<file path="src/rtl/mem_align_stage.sv">
// Memory-align stage: extracts/zero-extends B/D/W loads and merges misaligned split loads via a hold buffer.
// One-cycle registered latency; whole stage (FSM included) freezes when !clk_en || halt.
module mem_align_stage #(
  parameter logic [31:0] RESET_PC = 32'h0
) (
  input  logic        clk,
  input  logic        rst_n,
  input  logic        clk_en,
  input  logic        halt,
  input  logic        flush,
  input  logic        bubble_in,
  input  logic [4:0]  opcode_in,
  input  logic [4:0]  tgt_in_1,
  input  logic [4:0]  tgt_in_2,
  input  logic [31:0] result_in_1,
  input  logic [31:0] result_in_2,
  input  logic [31:0] addr_in,
  input  logic        is_load_in,
  input  logic        split_first,
  input  logic        split_second,
  input  logic [7:0]  exc_in,
  input  logic [31:0] pc_in,
  input  logic [31:0] mem_data,
  output logic [31:0] result_out_1,
  output logic [31:0] result_out_2,
  output logic [4:0]  tgt_out_1,
  output logic [4:0]  tgt_out_2,
  output logic        bubble_out,
  output logic        is_load_out,
  output logic [4:0]  opcode_out,
  output logic [7:0]  exc_out,
  output logic [31:0] pc_out,
  output logic        split_pending
);

  typedef enum logic {S_IDLE = 1'b0, S_HOLD = 1'b1} state_t;

  state_t      r_state, w_state_nxt;
  logic [31:0] r_hold, w_hold_nxt;
  logic [1:0]  r_hold_k, w_hold_k_nxt;

  logic [31:0] r_result_1, r_result_2, r_pc;
  logic [4:0]  r_tgt_1, r_tgt_2, r_opcode;
  logic [7:0]  r_exc;
  logic        r_bubble, r_is_load;

  logic        w_adv, w_is_d, w_is_b, w_live_ld, w_first_bub, w_tgt_kill;
  logic [1:0]  w_k;
  logic [5:0]  w_merge_sh;
  logic [31:0] w_shifted, w_merge_src, w_merged, w_ld_raw, w_ld_data, w_res1;
  logic        w_unused_addr;

  assign w_unused_addr = ^addr_in[31:2];

  assign w_adv       = clk_en && !halt;
  assign w_k         = addr_in[1:0];
  assign w_is_d      = (opcode_in >= 5'd6) && (opcode_in <= 5'd8);
  assign w_is_b      = (opcode_in >= 5'd9) && (opcode_in <= 5'd11);
  assign w_live_ld   = is_load_in && !bubble_in;
  assign w_first_bub = split_first && !bubble_in;

  assign w_shifted   = mem_data >> {w_k, 3'b000};
  // Shift of 32 (hold_k = 0) yields zero, so a lone second half contributes nothing from memory.
  assign w_merge_sh  = {3'd4 - {1'b0, r_hold_k}, 3'b000};
  assign w_merge_src = (r_state == S_HOLD) ? r_hold : 32'h0;
  assign w_merged    = w_merge_src | (mem_data << w_merge_sh);
  assign w_ld_raw    = split_second ? w_merged : w_shifted;
  assign w_ld_data   = w_is_b ? (w_ld_raw & 32'h0000_00ff) :
                       w_is_d ? (w_ld_raw & 32'h0000_ffff) : w_ld_raw;
  assign w_res1      = (w_live_ld && !split_first) ? w_ld_data : result_in_1;
  assign w_tgt_kill  = bubble_in || (exc_in != 8'h0) || flush || w_first_bub;

  always_comb begin
    w_state_nxt  = r_state;
    w_hold_nxt   = r_hold;
    w_hold_k_nxt = r_hold_k;
    if (flush) begin
      w_state_nxt = S_IDLE;
      w_hold_nxt  = 32'h0;
    end else if (w_live_ld && split_first) begin
      w_state_nxt  = S_HOLD;
      w_hold_nxt   = w_shifted;
      w_hold_k_nxt = w_k;
    end else if (w_live_ld && split_second) begin
      w_state_nxt = S_IDLE;
      w_hold_nxt  = 32'h0;
    end
  end

  always_ff @(posedge clk or negedge rst_n) begin
    if (!rst_n) begin
      r_state  <= S_IDLE;
      r_hold   <= 32'h0;
      r_hold_k <= 2'd0;
    end else if (w_adv) begin
      r_state  <= w_state_nxt;
      r_hold   <= w_hold_nxt;
      r_hold_k <= w_hold_k_nxt;
    end
  end

  always_ff @(posedge clk or negedge rst_n) begin
    if (!rst_n) begin
      r_result_1 <= 32'h0;
      r_result_2 <= 32'h0;
      r_tgt_1    <= 5'd0;
      r_tgt_2    <= 5'd0;
      r_bubble   <= 1'b1;
      r_is_load  <= 1'b0;
      r_opcode   <= 5'd0;
      r_exc      <= 8'h0;
      r_pc       <= RESET_PC;
    end else if (w_adv) begin
      r_result_1 <= w_res1;
      r_result_2 <= result_in_2;
      r_tgt_1    <= w_tgt_kill ? 5'd0 : tgt_in_1;
      r_tgt_2    <= w_tgt_kill ? 5'd0 : tgt_in_2;
      r_bubble   <= bubble_in || flush || w_first_bub;
      r_is_load  <= is_load_in && !flush;
      r_opcode   <= opcode_in;
      r_exc      <= (flush || bubble_in) ? 8'h0 : exc_in;
      r_pc       <= pc_in;
    end
  end

  assign result_out_1  = r_result_1;
  assign result_out_2  = r_result_2;
  assign tgt_out_1     = r_tgt_1;
  assign tgt_out_2     = r_tgt_2;
  assign bubble_out    = r_bubble;
  assign is_load_out   = r_is_load;
  assign opcode_out    = r_opcode;
  assign exc_out       = r_exc;
  assign pc_out        = r_pc;
  assign split_pending = (r_state == S_HOLD);

endmodule

</file>
<file path="config.mk">
export PLATFORM = sky130hd
export DESIGN_NAME = mem_align_stage
export DESIGN_NICKNAME = d
export VERILOG_FILES = /design/src/rtl/mem_align_stage.sv
export SDC_FILE = /design/constraint.sdc
export NUM_CORES = 1
export LEC_CHECK = 0
export BUFFER_PORTS_ARGS = -buffer_cell sky130_fd_sc_hd__buf_2
export CORE_MARGIN = 1.5
export CORE_UTILIZATION = 40
export DETAILED_ROUTE_END_ITERATION = 10
export PLACE_DENSITY = 0.67
export SLEW_MARGIN = 25
export SYNTH_ARGS = -nofsm -noshare
export SYNTH_HDL_FRONTEND = slang
export SYNTH_SLANG_ARGS = --single-unit
</file>
<file path="constraint.sdc">
create_clock -name clk -period 6.21 [get_ports clk]
set_clock_uncertainty 0.2 [all_clocks]
set_input_delay 1.242 -clock clk [delete_from_list [all_inputs] [get_ports clk]]
set_output_delay 1.242 -clock clk [all_outputs]
set_load 0.1 [all_outputs]
</file>
## Word level (Yosys, flattened, before mapping)

Cells that the tools add are included.

- Muxes and demuxes: 14
- Shift operators: 2
- Reductions and logical operators: 22
- Magnitude comparators: 4
- Add/sub/neg operators: 1
- Bitwise gates (word level): 2

Operators by type and width:

| cell | number |
|---|---|
| $mux W32 | 8 |
| $or A32 B32 Y32 | 1 |
| $shl A32 B6 Y32 | 1 |
| $shr A32 B5 Y32 | 1 |
| $le A5 B4 Y1 const B | 2 |
| $mux W5 | 2 |
| $logic_and A1 B1 Y1 | 9 |
| $mux W8 | 1 |
| $reduce_bool A8 Y1 | 1 |
| $ge A5 B3 Y1 const B | 1 |
| $ge A5 B4 Y1 const B | 1 |
| $logic_or A1 B1 Y1 | 5 |
| $logic_not A1 Y1 | 4 |
| $mux W1 | 3 |
| $reduce_and A3 Y1 | 1 |
| $reduce_bool A3 Y1 | 1 |
| $sub A3 B2 Y3 const A | 1 |
| $reduce_and A2 Y1 | 1 |
| $not A1 Y1 | 1 |

- Input bits: 192
- Register bits: 156
- Word-level logic and storage cells: 57
- Output and inout bits: 122

## Depth between registers and ports, before layout

Gate-level depths: netlist of the first run.

- Depth in word-level cells: 7
- Depth in mapped cells: 10
- Depth with buffers taken out: 6

## Worst setup path before layout of the first run

Ideal clock, no wire load.

- Path kind: input to register
- Start point: input port split_first
- End point: register r_result_1[27] (netlist: result_out_1[27])
- Library setup time: 0.095 ns
- Data arrival time: 2.853 ns
- Data required time: 5.915 ns
- Buffers on the path: 4
- Stages on the path: 8
- Slack: 3.061 ns
- Cell sequence: or3b_1 -> buf_2 -> or2_1 -> buf_6 -> or3_1 -> buf_2 -> buf_6 -> o31ai_1

- Longest elaborated chain between the ends: 3

Ends and longest elaborated chain:

| element | line | RTL |
|---|---|---|
| start: declaration | 19 | `input logic split_first,` |
| $logic_not A1 Y1 | 70 | `assign w_res1 = (w_live_ld && !split_first) ? w_ld_data : result_in_1;` |
| $logic_and A1 B1 Y1 | 70 |  |
| $mux W32 | 70 |  |
| end signal: assignment | 114 | `r_result_1 <= w_res1;` |
| end: declaration | 42 | `logic [31:0] r_result_1, r_result_2, r_pc;` |

No other way between the ends.
A chain may end at the register's enable or synchronous reset.

## Worst setup path in the final report of the first run

- Start point: input port halt
- End point: register r_result_1[29] (netlist: result_out_1[29])

- Longest elaborated chain between the ends: 2

Ends and longest elaborated chain:

| element | line | RTL |
|---|---|---|
| start: declaration | 9 | `input logic halt,` |
| $logic_not A1 Y1 | 55 | `assign w_adv = clk_en && !halt;` |
| $logic_and A1 B1 Y1 | 55 |  |

No other way between the ends.

==> results of run 1 <==
## cell families (layout without fill, tap and decap cells)
group / Yosys count / in the layout / share of synthesized area (%)
AOI/OAI and AO/OA: 190 / 190 / 18.55
buffers and inverters: 77 / 332 / 4.107
DFF: 156 / 156 / 51.68
muxes: 49 / 49 / 7.816
adders and majority gates: 1 / 1 / 0.1656
and+or+nand+nor: 322 / 322 / 17.69
## path summary, 6_finish.rpt
check	endpoint	depth (start not counted)
setup / recovery	result_out_1[29]$_DFFE_PN0P_	5
hold / removal	pc_out[9]$_DFFE_PN0P_	2
setup reg to reg	result_out_1[1]$_DFFE_PN0P_	7
hold reg to reg	pc_out[9]$_DFFE_PN0P_	2
max in group asynchronous	result_out_1[21]$_DFFE_PN0P_	2
min in group asynchronous	result_out_1[26]$_DFFE_PN0P_	1
## sequential cells by signal, indices dropped and copies added, names as in the netlist
name,cells
bubble_out,1
exc_out,8
is_load_out,1
opcode_out,5
pc_out,32
r_hold,32
r_hold_k,2
result_out_1,32
result_out_2,32
split_pending,1
tgt_out_1,5
tgt_out_2,5
## per-layer routing
layer / up-vias / GRT usage, % / wire length [um]
li1: 3294 / - / -
met1: 3411 / 33.75 / 11000
met2: 290 / 39.84 / 11590
met3: 44 / 6.838 / 1877
met4: 4 / 8.476 / 582
met5: - / 0 / 29
## power breakdown
group	switching, mW	total [mW]	leakage, nW	internal, mW
registers	0.0484	1.17	1.99	1.12
logic	1.04	1.29	2.83	0.244
clock network	0.462	1.03	0.275	0.567
total	1.56	3.48	5.09	1.93
## Yosys cell counts, drive strengths merged, types with 9 or more instances
master / count
nor2: 35
o31ai: 10
nor3: 10
a221oi: 10
o21ai: 10
mux2i: 32
o22ai: 14
o211ai: 16
and3: 18
clkbuf: 49
mux2: 10
dfrtp: 155
buf: 19
a21oi: 35
nand2: 239
inv: 9
a22o: 42
## through the flow
step	total power, mW	cells
final	3.485	1284
after global routing	3.607	1284
after CTS	3.505	1284
after detailed placement	2.472	1252
after global placement	2.462	1252
after floorplan	2.172	795
## worst max-delay path: stages
cell and delay [ns]:
buf_2 0.13, nand2b_4 0.39, or2_1 0.54, or3_1 0.65, o31ai_1 0.40
## area by class of cell
| class | instances | share of cell area, % |
|---|---|---|
| Sequential cell | 156 | 40.36 |
| Clock buffer | 18 | 4.436 |
| Inverter | 9 | 0.3492 |
| Clock inverter | 14 | 1.578 |
| Timing Repair Buffer | 291 | 15.51 |
| Multi-Input combinational cell | 562 | 34.74 |
| Tap cell | 234 | 3.026 |
==> run metrics, run 1 <==
RSZ-0062 raised after global routing false; most frequent cells in the layout buf_2, nand2_1, dfrtp_1; # IOs 314; Place WS 2.457 ns; hold slack final around 0.27 ns; CP Capture Type register; CTS clk-pin slew, worst paths 0.07 ns; cts-stage hold buffer count 0; Die Y roughly 140 um; share of the synthesized area in the top cell type about half; Die Wd ~140 um; WL final 25080 um; Residual DRC 0; total CTS buffers 17; Post-Synthesis Cells 795; WP data required 6.32 ns; area leader, netlist dfrtp_1; wire per inst 19.53 um; Max Cap Viol 0; Filler cells approximately 1700; Reg2Reg Launch Point r_hold_k[0]$_DFFE_PN0P_; Die Area about 20000 sq um; PostCTS Resize Cnt 0; Max FO, Critical Path 52; final setup TNS 0 ns; Critical Path Start halt; peak supply drop about 0.00017 V; Synth Flop Type dfrtp_1; Fmax approximately 310 MHz; area grow syn2layout 28.03%; Multi-input gate area ~3400 sq um; Slew @ Worst Pin 1.018 ns; htree depth 4; Hold Path Class reg2reg; CTS tree yes; worst path arrival time roughly 3.4 ns; CP Class in2reg; Setup-failing EPs final 0; share of cells above drive strength 1 32.95%; CP Launch Type primary input; worst hold start pc_out[9]$_DFFE_PN0P_; final worst-path cycle share 52.69%; Synth area leaders dfrtp_1, nand2_1, a22o_1; ys async rst share 100.0%; max-slew violations 0; Slew HR between 30% and 40%; Placeable Area 18640 sq um; CTS max path bufs 2; first-pass GRT wire length approximately 38000 um; minimum clock period 3.272 ns; initial antenna violation count 2; Syn. warnings 0; Post-CTS Repair Setup Buffers 0; largest net degree at the start of global routing 106; DP HPWL approximately 18000 um; Placed Area 9082 sq um; DR iter-0 viols between 500 and 600; # diodes 0; fin util 51.89%; vias 7043; Avg Inst Size Synth 9.504 sq um; PortBufs 283; Fin. Hold Viols 0; NumNets Final 1230; row count 50; register area 3905 sq um; worst setup margin 2.938 ns; status finished clean; Post-synth EDFFs 0; root buf cell clkbuf_16; sequential area share after synthesis roughly 52%; Starting Density 40.53%; CTS Sinks 156; total grt overflow 0; Global Route Usage Sum approximately 25%; GPL Wtd Cong 0.8528; Avg Vias per Cell 5.485; Yosys reg bits 156; PwrDens 360.2 nW/um^2; clk_lat worst skew 0.42 ns; DRT antenna net count 0; Netlist cell types 47; Final Cell Area 9674 sq um; vias in the first global route around 6600; Leakage Power 5.094 nW; first-pass detailed-route iteration total 7; Reg2Reg Setup Slack 3.05 ns; mapped cell area 7556 sq um; syn_nets 988; most common cell after layout, fill and taps aside buf_2
Note: power is estimated with default switching activity, not from simulation.
==> inputs of run 2 (changes only) <==
- PLACE_DENSITY: 0.67 -> 0.69
- clock period: 6.21 -> 2.8 ns (I/O delays scaled with it)
==> run 2 against run 1 <==
- sequential share of layout area shrank 0.82 points
- clock-buffer cell count is 1 lower
- wire length decreased by 1.5%
- critical path depth shrank 3
- largest cell class unchanged
- cell area increased by 2.1%
- worst setup slack got worse by 2.5 ns
- total power up 130%
==> run metrics, run 2 (synthesis gave the netlist of run 1 again) <==
Fmax 418.9 MHz; status finished clean; reg-to-reg critical path endpoint result_out_1[20]$_DFFE_PN0P_; most frequent cells in the layout buf_2, nand2_1, dfrtp_1; Die Area 19720 sq um (unchanged); PostCTS Resize Cnt 0 (unchanged); clk_lat worst skew 0.43 ns (about the same); CTS clk-pin slew, worst paths 0.07 ns (about the same); Max Cap Viol 0 (unchanged); CTS tree yes; worst setup margin 0.4130 ns (-2.525 ns); final setup TNS 0 ns (unchanged); hold slack final 0.1204 ns (-0.1488 ns); initial antenna violation count 4 (+2); CP Class reg2out; Reg2Reg Launch Point r_hold_k[0]$_DFFE_PN0P_; largest net degree at the start of global routing 129 (+22%); DP HPWL 17840 um (about the same); Critical Path Start split_pending$_DFFE_PN0P_; power share of the sequential group 33.0% (-0.5 points); Overall Power 7.849 mW (+130%); first-pass detailed-route iteration total 5 (-2); Sw Share 43.85% (-0.78 points); Placeable Area 18640 sq um (unchanged); DRT antenna net count 0 (unchanged); max-slew violations 0 (unchanged); worst path arrival time 1.63 ns (-1.75 ns); wire per inst 18.96 um (-2.9%); minimum clock period 2.387 ns; Filler cells 1736 (+1.0%); combinational share of power 36.8% (-0.2 points); PortBufs 283 (unchanged); htree depth 4 (unchanged); reg2reg path depth 7 (unchanged); share of cells above drive strength 1 33.86% (+0.91 points); row count 50 (unchanged); final worst-path cycle share between 80 and 90%; Leakage Power 5.209 nW (+2.3%); Global Route Usage Sum 25.08% (-0.19 points); Final Cell Area 9876 sq um (+2.1%); PwrDens 794.8 nW/um^2 (+120%); Starting Density 40.53% (unchanged); total CTS buffers 17 (unchanged); Post-CTS Repair Setup Buffers 0 (unchanged); Place WS 0.2224 ns (-2.235 ns); # IOs 314 (unchanged); Die Y 140.4 um (unchanged); Placed Area 9258 sq um (+1.9%); CTS max path bufs 2 (unchanged); NumNets Final 1246 (+1.3%); vias 7125 (+1.2%); CP Launch Type register; Hold Path Class in2reg; CP endpoint split_pending; Max FO, Critical Path 33 (-37%); Psw 3.442 mW (+120%); Slew HR 58.97% (+27 points); area grow syn2layout 30.70%; cts-stage hold buffer count 1 (+1); Residual DRC 0 (unchanged); Setup-failing EPs final 0 (unchanged); Reg2Reg Setup Slack 0.47 ns (-2.58 ns); clock share of power 30.2% (+0.7 points); first-pass GRT wire length 38180 um (-0.29%); internal power 4.407 mW (+130%); Avg Vias per Cell 5.468 (-0.31%); WL final 24700 um (-1.5%); RSZ-0062 raised after global routing false; root buf cell clkbuf_16; CTS Sinks 156 (unchanged); peak supply drop 0.0003785 V (+130%); Fin. Hold Viols 0 (unchanged); most common cell after layout, fill and taps aside buf_2; Slew @ Worst Pin 0.6155 ns (-0.4028 ns); Die Wd 140.4 um (unchanged); DR iter-0 viols 458 (-13%); total grt overflow 0 (unchanged); vias in the first global route 6804 (+2.8%); WP data required 2.04 ns (-4.28 ns); CP Capture Type primary output; GPL Wtd Cong 0.9000 (+5.5%)
## run 2: cell types whose count changed in the layout (fill, tap and decap cells not counted), sizes merged
cell | before | now
inv | 15 | 18
bufinv | 1 | 2
clkinvlp | 3 | 2
clkbuf | 19 | 17
dlygate4sd3 | 0 | 1
diode | 0 | 3
clkinv | 4 | 2
buf | 290 | 306
## run 2: routing by layer
layer	up-vias	routed length, um	GRT usage [%]
met5	-	11	0
met4	2	462	7.701
met3	36	2074	7.829
met2	296	11880	41.22
met1	3451	10280	31.68
li1	3340	-	-
## run 2: how the worst min path moves through the flow
stage | cells after the start | startpoint | end | slack (ns)
2_1_floorplan | 0 | rst_n | exc_out[0]$_DFFE_PN0P_ | 0.06
3_3_place_gp | 2 | result_out_2[23]$_DFFE_PN0P_ | result_out_2[23]$_DFFE_PN0P_ | 0.25
3_5_place_dp | 2 | result_out_2[23]$_DFFE_PN0P_ | result_out_2[23]$_DFFE_PN0P_ | 0.26
4_1_cts | 3 | pc_in[28] | pc_out[28]$_DFFE_PN0P_ | 0.11
5_1_grt | 3 | result_in_2[13] | result_out_2[13]$_DFFE_PN0P_ | 0.11
6_report | 3 | pc_in[28] | pc_out[28]$_DFFE_PN0P_ | 0.12
## run 2: critical path, stage by stage, from the launching register on
cell and delay, ns:
dfrtp_1 0.35, buf_4 0.34, buf_2 0.50
## run 2: per-stage QoR
stage,instances,util [%]
global route,1300,52.93
floorplan,795,-
detailed placement,1267,49.66
CTS,1300,52.93
finish,1303,52.97
global placement,1267,49.66
## run 2: layout make-up
cell class                      count  area, sq um  area share, %
Multi-Input combinational cell    562         3356          33.98
Inverter                            9        33.78         0.3421
Clock buffer                       17        425.4          4.308
Sequential cell                   156         3905          39.54
Tap cell                          234        292.8          2.965
Antenna cell                        3        7.507        0.07602
Timing Repair Buffer              307         1680          17.02
Clock inverter                     15        175.2          1.774
## run 2: power by group through the flow
stage                     Sequential, mW  Combinational [mW]  Clock, mW
final                               2.59                2.89       2.37
after global routing                2.62                3.01       2.52
after CTS                           2.59                2.89       2.42
after detailed placement            2.64                2.88          0
after global placement              2.62                2.87          0
after floorplan                     4.15               0.669          0
